--- src/rtl/load_use_scoreboard_if.sv ---
// Decode-to-issue hazard bundle for the load-use scoreboard.
// Master drives decode/completion info; slave returns issue control.
interface load_use_scoreboard_if;
   logic       i_valid;
   logic       i_uses_rs;
   logic [4:0] i_rs_addr;
   logic       i_uses_rt;
   logic [4:0] i_rt_addr;
   logic       i_uses_rw;
   logic [4:0] i_rw_addr;
   logic       i_is_load;
   logic       i_ex_ready;
   logic       done_valid;
   logic [4:0] done_addr;
   logic       kill_valid;
   logic [4:0] kill_addr;
   logic       o_issue;
   logic       o_stall;
   logic [2:0] o_inflight;
   logic       o_error;

   modport master (
      output i_valid, i_uses_rs, i_rs_addr,
      output i_uses_rt, i_rt_addr,
      output i_uses_rw, i_rw_addr,
      output i_is_load, i_ex_ready,
      output done_valid, done_addr,
      output kill_valid, kill_addr,
      input  o_issue, o_stall,
      input  o_inflight, o_error
   );

   modport slave (
      input  i_valid, i_uses_rs, i_rs_addr,
      input  i_uses_rt, i_rt_addr,
      input  i_uses_rw, i_rw_addr,
      input  i_is_load, i_ex_ready,
      input  done_valid, done_addr,
      input  kill_valid, kill_addr,
      output o_issue, o_stall,
      output o_inflight, o_error
   );
endinterface

--- src/rtl/load_use_scoreboard.sv ---
// Decode-stage load-use hazard controller: per-register outstanding
// load counters plus a global in-flight cap; sequences issue only.
module load_use_scoreboard #(
   parameter int MAX_INFLIGHT = 4,
   parameter int CNT_W        = 2
) (
   input logic                  clk,
   input logic                  rst,
   load_use_scoreboard_if.slave bus
);
   localparam int         CNT_MAX = (1 << CNT_W) - 1;
   localparam logic [2:0] MAX_T   = 3'(MAX_INFLIGHT);

   logic [CNT_W-1:0] cnt     [32];
   logic [CNT_W-1:0] cnt_nxt [32];
   logic [2:0]       total;
   logic [2:0]       total_nxt;
   logic             err;
   logic             err_nxt;

   logic        rs_busy;
   logic        rt_busy;
   logic        raw;
   logic        strc;
   logic        hold;
   logic        issue;
   logic        ld_issue;
   logic        dn_any;
   logic        kl_any;
   logic [31:0] inc_vec;
   logic [31:0] dn_vec;
   logic [31:0] kl_vec;
   int          v;
   int          tv;

   assign rs_busy = bus.i_uses_rs && bus.i_rs_addr != 5'd0
                 && cnt[bus.i_rs_addr] != '0;
   assign rt_busy = bus.i_uses_rt && bus.i_rt_addr != 5'd0
                 && cnt[bus.i_rt_addr] != '0;
   assign raw     = rs_busy | rt_busy;

   assign strc = bus.i_is_load && bus.i_uses_rw
              && bus.i_rw_addr != 5'd0
              && (total == MAX_T
                  || int'(cnt[bus.i_rw_addr]) == CNT_MAX);

   assign hold  = raw | strc;
   assign issue = bus.i_valid & bus.i_ex_ready & ~hold & ~rst;

   assign bus.o_issue    = issue;
   assign bus.o_stall    = bus.i_valid & hold & ~rst;
   assign bus.o_inflight = total;
   assign bus.o_error    = err;

   // Register 0 is never tracked, so zero addresses drop out here.
   assign ld_issue = issue & bus.i_is_load & bus.i_uses_rw
                   & (bus.i_rw_addr != 5'd0);
   assign dn_any   = bus.done_valid & (bus.done_addr != 5'd0);
   assign kl_any   = bus.kill_valid & (bus.kill_addr != 5'd0);

   assign inc_vec = ld_issue ? (32'd1 << bus.i_rw_addr) : 32'd0;
   assign dn_vec  = dn_any ? (32'd1 << bus.done_addr) : 32'd0;
   assign kl_vec  = kl_any ? (32'd1 << bus.kill_addr) : 32'd0;

   always_comb begin
      err_nxt    = err;
      v          = 0;
      cnt_nxt[0] = '0;
      for (int r = 1; r < 32; r++) begin
         v = int'(cnt[r]) + int'(inc_vec[r])
           - int'(dn_vec[r]) - int'(kl_vec[r]);
         if (v < 0) begin
            cnt_nxt[r] = '0;
            err_nxt    = 1'b1;
         end else if (v > CNT_MAX) begin
            cnt_nxt[r] = CNT_W'(CNT_MAX);
            err_nxt    = 1'b1;
         end else begin
            cnt_nxt[r] = CNT_W'(v);
         end
      end
   end

   // Total uses the same raw terms; it clamps on its own result.
   always_comb begin
      tv = int'(total) + int'(ld_issue)
         - int'(dn_any) - int'(kl_any);
      if (tv < 0) begin
         total_nxt = 3'd0;
      end else if (tv > 7) begin
         total_nxt = 3'd7;
      end else begin
         total_nxt = 3'(tv);
      end
   end

   always_ff @(posedge clk) begin
      if (rst) begin
         for (int r = 0; r < 32; r++) begin
            cnt[r] <= '0;
         end
         total <= 3'd0;
         err   <= 1'b0;
      end else begin
         for (int r = 0; r < 32; r++) begin
            cnt[r] <= cnt_nxt[r];
         end
         total <= total_nxt;
         err   <= err_nxt | (tv < 0) | (tv > 7);
      end
   end
endmodule

--- src/flat_wrapper.sv ---
// flat-port wrapper written by rule: the top's interface ports become plain ports
module load_use_scoreboard_flat 
#(
   parameter int MAX_INFLIGHT = 4,
   parameter int CNT_W        = 2
)
  (clk, rst, bus_i_valid, bus_i_uses_rs, bus_i_rs_addr, bus_i_uses_rt, bus_i_rt_addr, bus_i_uses_rw, bus_i_rw_addr, bus_i_is_load, bus_i_ex_ready, bus_done_valid, bus_done_addr, bus_kill_valid, bus_kill_addr, bus_o_issue, bus_o_stall, bus_o_inflight, bus_o_error);
  load_use_scoreboard_if bus_i ();
  input logic clk;
  input logic rst;
  input wire logic [$bits(bus_i.i_valid)-1:0] bus_i_valid;
  input wire logic [$bits(bus_i.i_uses_rs)-1:0] bus_i_uses_rs;
  input wire logic [$bits(bus_i.i_rs_addr)-1:0] bus_i_rs_addr;
  input wire logic [$bits(bus_i.i_uses_rt)-1:0] bus_i_uses_rt;
  input wire logic [$bits(bus_i.i_rt_addr)-1:0] bus_i_rt_addr;
  input wire logic [$bits(bus_i.i_uses_rw)-1:0] bus_i_uses_rw;
  input wire logic [$bits(bus_i.i_rw_addr)-1:0] bus_i_rw_addr;
  input wire logic [$bits(bus_i.i_is_load)-1:0] bus_i_is_load;
  input wire logic [$bits(bus_i.i_ex_ready)-1:0] bus_i_ex_ready;
  input wire logic [$bits(bus_i.done_valid)-1:0] bus_done_valid;
  input wire logic [$bits(bus_i.done_addr)-1:0] bus_done_addr;
  input wire logic [$bits(bus_i.kill_valid)-1:0] bus_kill_valid;
  input wire logic [$bits(bus_i.kill_addr)-1:0] bus_kill_addr;
  output wire logic [$bits(bus_i.o_issue)-1:0] bus_o_issue;
  output wire logic [$bits(bus_i.o_stall)-1:0] bus_o_stall;
  output wire logic [$bits(bus_i.o_inflight)-1:0] bus_o_inflight;
  output wire logic [$bits(bus_i.o_error)-1:0] bus_o_error;
  assign bus_i.i_valid = bus_i_valid;
  assign bus_i.i_uses_rs = bus_i_uses_rs;
  assign bus_i.i_rs_addr = bus_i_rs_addr;
  assign bus_i.i_uses_rt = bus_i_uses_rt;
  assign bus_i.i_rt_addr = bus_i_rt_addr;
  assign bus_i.i_uses_rw = bus_i_uses_rw;
  assign bus_i.i_rw_addr = bus_i_rw_addr;
  assign bus_i.i_is_load = bus_i_is_load;
  assign bus_i.i_ex_ready = bus_i_ex_ready;
  assign bus_i.done_valid = bus_done_valid;
  assign bus_i.done_addr = bus_done_addr;
  assign bus_i.kill_valid = bus_kill_valid;
  assign bus_i.kill_addr = bus_kill_addr;
  assign bus_o_issue = bus_i.o_issue;
  assign bus_o_stall = bus_i.o_stall;
  assign bus_o_inflight = bus_i.o_inflight;
  assign bus_o_error = bus_i.o_error;
  load_use_scoreboard #(.MAX_INFLIGHT(MAX_INFLIGHT), .CNT_W(CNT_W)) u_core (.clk(clk), .rst(rst), .bus(bus_i));
endmodule
--- config.mk ---
export PLATFORM = sky130hd
export DESIGN_NAME = load_use_scoreboard_flat
export DESIGN_NICKNAME = d
export VERILOG_FILES = /design/src/rtl/load_use_scoreboard_if.sv /design/src/rtl/load_use_scoreboard.sv /design/src/flat_wrapper.sv
export SDC_FILE = /design/constraint.sdc
export NUM_CORES = 1
export LEC_CHECK = 0
export CORE_UTILIZATION = 35
export CTS_BUF_LIST = sky130_fd_sc_hd__clkbuf_8
export DETAILED_ROUTE_END_ITERATION = 12
export PLACE_DENSITY = 0.51
export SYNTH_ARGS = -nofsm -noshare
export SYNTH_HDL_FRONTEND = slang
export SYNTH_SLANG_ARGS = --single-unit
--- constraint.sdc ---
create_clock -name clk -period 15.7 [get_ports clk]
set_input_delay 3.14 -clock clk [delete_from_list [all_inputs] [get_ports clk]]
set_output_delay 3.14 -clock clk [all_outputs]
set_load 0.03 [all_outputs]
* After elaboration in Yosys (flattened, before gate mapping)
Memories as Yosys holds them, arrays and structs flattened.
Index checks and enable logic that the tools add are counted.
** Storage, ports and cells
- Bits in registers :: 4
- Bits in writable memories :: 64
- Input port bits :: 35
- Output and inout bits :: 6
- Memories :: 1
** Cells by class
- Add/sub/neg operators :: 96
- Magnitude comparators :: 64
- Eq/ne operators :: 2
- Shift-type cells :: 3
- Muxes and demuxes :: 163
- Bitwise logic cells :: 48
- Reductions and logical operators :: 16
** Memories
- u_core.cnt :: depth 32, width 2, rd ports 34, clocked after memory_dff 0, wr ports 32, line load_use_scoreboard.sv:14 : logic [CNT_W-1:0] cnt [32];
** Operators with widths (number)
- 32-bit by 2-bit subtractor with 32-bit output :: 64
- 32-bit by 1-bit < comparator with 1-bit output (second input constant) :: 32
- 32-bit by 3-bit greater-than comparator with 1-bit output (second input constant) :: 31
- 2-bit two-way mux :: 94
- 32-bit two-way mux :: 3
- 1-bit by 5-bit << shifter with 32-bit output (first input constant) :: 3
- 2-bit by 1-bit adder with 3-bit output :: 31
- 1-bit two-way mux :: 65
- 1-bit OR :: 36
- 32-bit by 4-bit greater-than comparator with 1-bit output (second input constant) :: 1
- 5-bit nonzero test :: 5
- 1-bit AND :: 10
- 1-bit logical AND :: 7
- 3-bit by 1-bit adder with 4-bit output :: 1
- 2-bit nonzero test :: 2
- 3-bit == test (second input constant) :: 1
- 3-bit two-way mux :: 1
- 2-bit by 1-bit == test with 1-bit output (second input constant) :: 1
- 1-bit NOT :: 2
- 2-bit OR reduction :: 1
- 1-bit logical OR :: 1

* Depth between registers and ports, before layout
- Word-level depth :: 80
- Mapped depth :: 22
- Depth with buffers taken out :: 19

* Least setup slack after synthesis
No wires, ideal clock.
- Kind :: input port to output port
- Start point :: input port bus_i_rt_addr[0]
- End point :: output port bus_o_issue
- Arrival time :: 4.990 ns
- Data required time :: 12.560 ns
- Setup slack :: 7.570 ns
- Cell stages on the path :: 8
- Path buffers :: 2
- Cell sequence :: buf_2 > nor3_1 > a2111oi_0 > a311o_1 > nor4b_2 > o311ai_4 > buf_6 > nor2_1
** On the way
- Longest elaborated chain between the ends :: 8
- Elaborated cells between the ends (all ways) :: 10
- Classes of those cells :: bitwise (5); reduce/logical (4); memory (1)
** Ends and longest elaborated chain
- from (decl) :: line flat_wrapper.sv:15 : input wire logic [$bits(bus_i.i_rt_addr)-1:0] bus_i_rt_addr;
- memory 32 x 2 bit / 5-bit nonzero test (equally long branches)
- 2-bit nonzero test / 1-bit logical AND (equally long branches) :: line load_use_scoreboard.sv:39, load_use_scoreboard.sv:38
- 1-bit logical AND (*) :: line load_use_scoreboard.sv:39 : && cnt[bus.i_rt_addr] != '0;
- 1-bit OR (*) :: line load_use_scoreboard.sv:40 : assign raw = rs_busy | rt_busy;
- 1-bit OR (*) :: line load_use_scoreboard.sv:47 : assign hold = raw | strc;
- 1-bit NOT (*) :: line load_use_scoreboard.sv:48 : assign issue = bus.i_valid & bus.i_ex_ready & ~hold & ~rst;
- 1-bit AND (*) (2 in a row) :: line load_use_scoreboard.sv:48
- to (decl) :: line flat_wrapper.sv:24 : output wire logic [$bits(bus_i.o_issue)-1:0] bus_o_issue;
Every way passes the cells marked *; elsewhere a longest branch is shown, timed or not.

* Worst setup path after layout
- Start point :: input port bus_i_rw_addr[0]
- End point :: output port bus_o_stall
** On the way
- Longest elaborated chain between the ends :: 7
- Elaborated cells between the ends (all ways) :: 9
- Classes of those cells :: eq/ne (1); bitwise (3); reduce/logical (4); memory (1)
** Ends and longest elaborated chain
- from (decl) :: line flat_wrapper.sv:17 : input wire logic [$bits(bus_i.i_rw_addr)-1:0] bus_i_rw_addr;
- memory 32 x 2 bit
- 2-bit by 1-bit == test with 1-bit output :: line load_use_scoreboard.sv:45 : || int'(cnt[bus.i_rw_addr]) == CNT_MAX);
- 1-bit logical OR :: line load_use_scoreboard.sv:45
- 1-bit logical AND (*) :: line load_use_scoreboard.sv:44 : && (total == MAX_T
- 1-bit OR (*) :: line load_use_scoreboard.sv:47
- 1-bit AND (*) (2 in a row) :: line load_use_scoreboard.sv:51 : assign bus.o_stall = bus.i_valid & hold & ~rst;
- to (decl) :: line flat_wrapper.sv:25 : output wire logic [$bits(bus_i.o_stall)-1:0] bus_o_stall;
Marks and branches as above.

==> results.py <==
metrics = {
    "logic_synthesis": {
        "synth_cells": 871,
        "synth_ff_type": "dfxtp_1",
        "syn_nets": 1066,
        "synth_area_leaders": "ha_1 22%, dfxtp_1 18%, fa_1 8.7%",
        "ys_ff_latch": 66,
        "syn_area_per_cell_sq_um": 8.45,
        "synth_most_common_cell": "ha_1",
        "synth_top_area_frac": 0.218,
        "yosys-top-cells-count": "128 x ha_1, 102 x inv_1, 92 x nor2_1",
        "ys_seq_area_frac": 0.180,
        "synth.largest_area_cell": "ha_1",
        "synth_cell_type_count": 62,
        "synth_edf_count": 0,
        "async_reset_ff_frac": 0,
        "netlist_area_sq_um": 7360,
        "yosys_warnings": 0,
    },
    "critical_path": {
        "worst-setup-path-type": "in -> out",
        "worstSetupEndpointType": "output port",
        "r2r_setup_slack_ns": 10.51,
        "cpMaxStageDelayCell": "clkdlybuf4s50_1",
        "crit_family": "buffers and inverters",
        "cp_num_buf_inv": 2,
        "cp.required_ns": 12.56,
        "cp_max_fo": 27,
        "max_stage_delay_ns": 0.85,
        "arrival_ns": 6.59,
        "crit_path_cell_trace": "clkdlybuf4s50_1, nor2b_1, a32oi_1, a211o_1, o22a_1, nand4_4, nor2b_1, o21a_1, clkdlybuf4s50_1",
        "start_kind": "input pin",
    },
    "sta": {
        "rsz0062_at_grt": "no",
        "fin_skew_ns": 0.0104,
        "setup_viol": 0,
        "fin_tns_setup_ns": 0,
        "worstMarginPinSlew_ns": 0.948,
        "max_freq_mhz": 103,
        "finalWorstPathRequiredPeriod_ns": 9.73,
        "hold_viol": 0,
        "period_share": 0.620,
        "slew_headroom": 0.362,
        "worst_slack_ns": 5.97,
        "slew_violations": 0,
    },
    "clock_network": {
        "post_cts_buffers": 0,
        "hold_buffers": 0,
        "ctsResizeCount": 0,
        "cts_made_buffers": 9,
        "clkTransAtPathRegs_ns": 0.08,
        "cts.htree.levels": 3,
        "cts-root-buf": "clkbuf_8",
        "cts_tree": "done",
        "cts.sinks": 66,
        "insertion_delay_ns": 0.39,
        "cts_buffer_depth": 2,
    },
    "job": {
        "max-cap-violations": 0,
    },
    "floorplan": {
        "die_y_microns": 147,
        "die_w_microns": 147,
        "die-area_sq_um": 21600,
        "core_area_sq_um": 20400,
        "boundaryPins": 41,
        "initial_core_util": 0.360,
        "num_rows": 52,
    },
    "final_layout": {
        "stdcell_area_sq_um": 8170,
        "antenna_cells": 0,
        "final_nets": 1084,
        "area_delta_synth_final_pct": 11.0,
        "final_core_util": 0.400,
        "drive_above_1_share": 0.0604,
    },
    "grt": {
        "grt_pass1_wl_microns": 37300,
        "gr-total-overflow": 0,
        "track_usage": 0.234,
        "first_global_vias": 6183,
        "antenna_found_initial": 0,
        "grt_max_degree": 68,
    },
    "routing": {
        "routed_wl_microns": 24300,
        "num_vias": 6574,
        "routedWlPerCell_microns": 20.8,
        "antenna_left": 0,
        "drt_iter0_markers": 528,
        "vias_per_cell": 5.65,
        "drc": 0,
        "dr.pass1.iters": 5,
    },
    "placement": {
        "place.gp.congestion": 0.893,
        "placed_cell_area_sq_um": 7900,
        "hpwl_microns": 20000,
        "place_ws_ns": 6.05,
        "portBuffers": 40,
    },
    "power_and_ir_drop": {
        "power_mw": 0.581,
        "peakVddDrop_uv": 48.0,
        "p_leak_nw": 3.19,
        "power.density_nw_per_um2": 71.1,
    },
    "run_status": {
        "status": "completed",
    },
    "min_path": {
        "hold_class": "reg -> reg",
    },
}
==> final cells by class <==
class                           instances  area (sq um)
Clock inverter                          6           136
Fill cell                            2147         12300
Sequential cell                        66          1320
Multi-Input combinational cell        666          5430
Tap cell                              270           338
Clock buffer                           10           138
Inverter                              102           383
Timing Repair Buffer                   44           425
==> worst reg2reg max path, stage by stage, from the launching register on <==
cell,delay (ns)
dfxtp_1,0.43
nor2_1,0.10
mux4_1,0.49
a211o_1,0.30
a311o_2,0.43
o311ai_4,0.07
buf_4,0.33
nor4_2,0.12
ha_1,0.32
inv_1,0.04
fa_1,0.38
ha_1,0.22
ha_1,0.26
nor2b_1,0.23
nand2_1,0.08
or4_1,0.53
nor3_1,0.23
nand2_1,0.12
nor4_1,0.30
nor2_1,0.07
==> through the flow <==
step	instances	hold WS, ns
finish	1164	0.769
global route	1164	0.835
CTS	1164	0.779
detailed placement	1148	0.763
global placement	1148	0.773
floorplan	871	0.812
==> metal layers <==
layer / GRT usage / vias up / routed length [microns]
li1: - / 3196 / -
met1: 0.331 / 3123 / 11400
met2: 0.345 / 211 / 10200
met3: 0.0500 / 44 / 1770
met4: 0.0933 / 0 / 907
met5: 0 / - / 0
==> kinds of logic (layout without fill, tap and decap cells) <==
| family | after synthesis | in the layout | synth area share |
|---|---|---|---|
| flops | 66 | 66 | 0.180 |
| compound gates | 143 | 143 | 0.146 |
| fa+ha+maj | 160 | 160 | 0.305 |
| simple gates | 355 | 355 | 0.266 |
| mux | 6 | 6 | 0.0189 |
| buf+inv | 139 | 162 | 0.0830 |
| xor+xnor | 2 | 2 | 0.00238 |
==> cell usage in the layout (no fill, tap or decap), types with 10 or more instances in the layout <==
master / synthesis / final
ha_1: 128 / 128
inv_1: 102 / 102
nor2_1: 92 / 92
a211oi_1: 73 / 73
dfxtp_1: 66 / 66
nand2_1: 48 / 48
clkdlybuf4s50_1: 0 / 39
nor2b_1: 35 / 35
nor3_1: 33 / 33
and3_1: 32 / 32
fa_1: 32 / 32
nor4_1: 26 / 26
nand3_1: 23 / 23
o21ai_0: 15 / 15
o22ai_1: 12 / 12
nor4_2: 11 / 11
clkbuf_8: 0 / 10
==> where the power goes <==
group / leakage, nW / switching (mW) / internal [mW]
Clock: 0.133 / 0.0812 / 0.127
Combinational: 2.52 / 0.108 / 0.0660
Sequential: 0.539 / 0.0170 / 0.182
==> sequential cells by signal (all words and copies together) (netlist names) <==
name,count
u_core.bus.o_error,1
u_core.bus.o_inflight,3
u_core.cnt,62
==> worst paths after layout <==
check	from	to	depth (start not counted)
max	bus_i_rw_addr[0]	bus_o_stall	9
min	u_core.bus.o_inflight[2]	u_core.bus.o_inflight[2]	3
max reg2reg	u_core.cnt[3][0]	u_core.bus.o_error	19
min reg2reg	u_core.bus.o_inflight[2]	u_core.bus.o_inflight[2]	3
(Power assumes the default switching activity.)
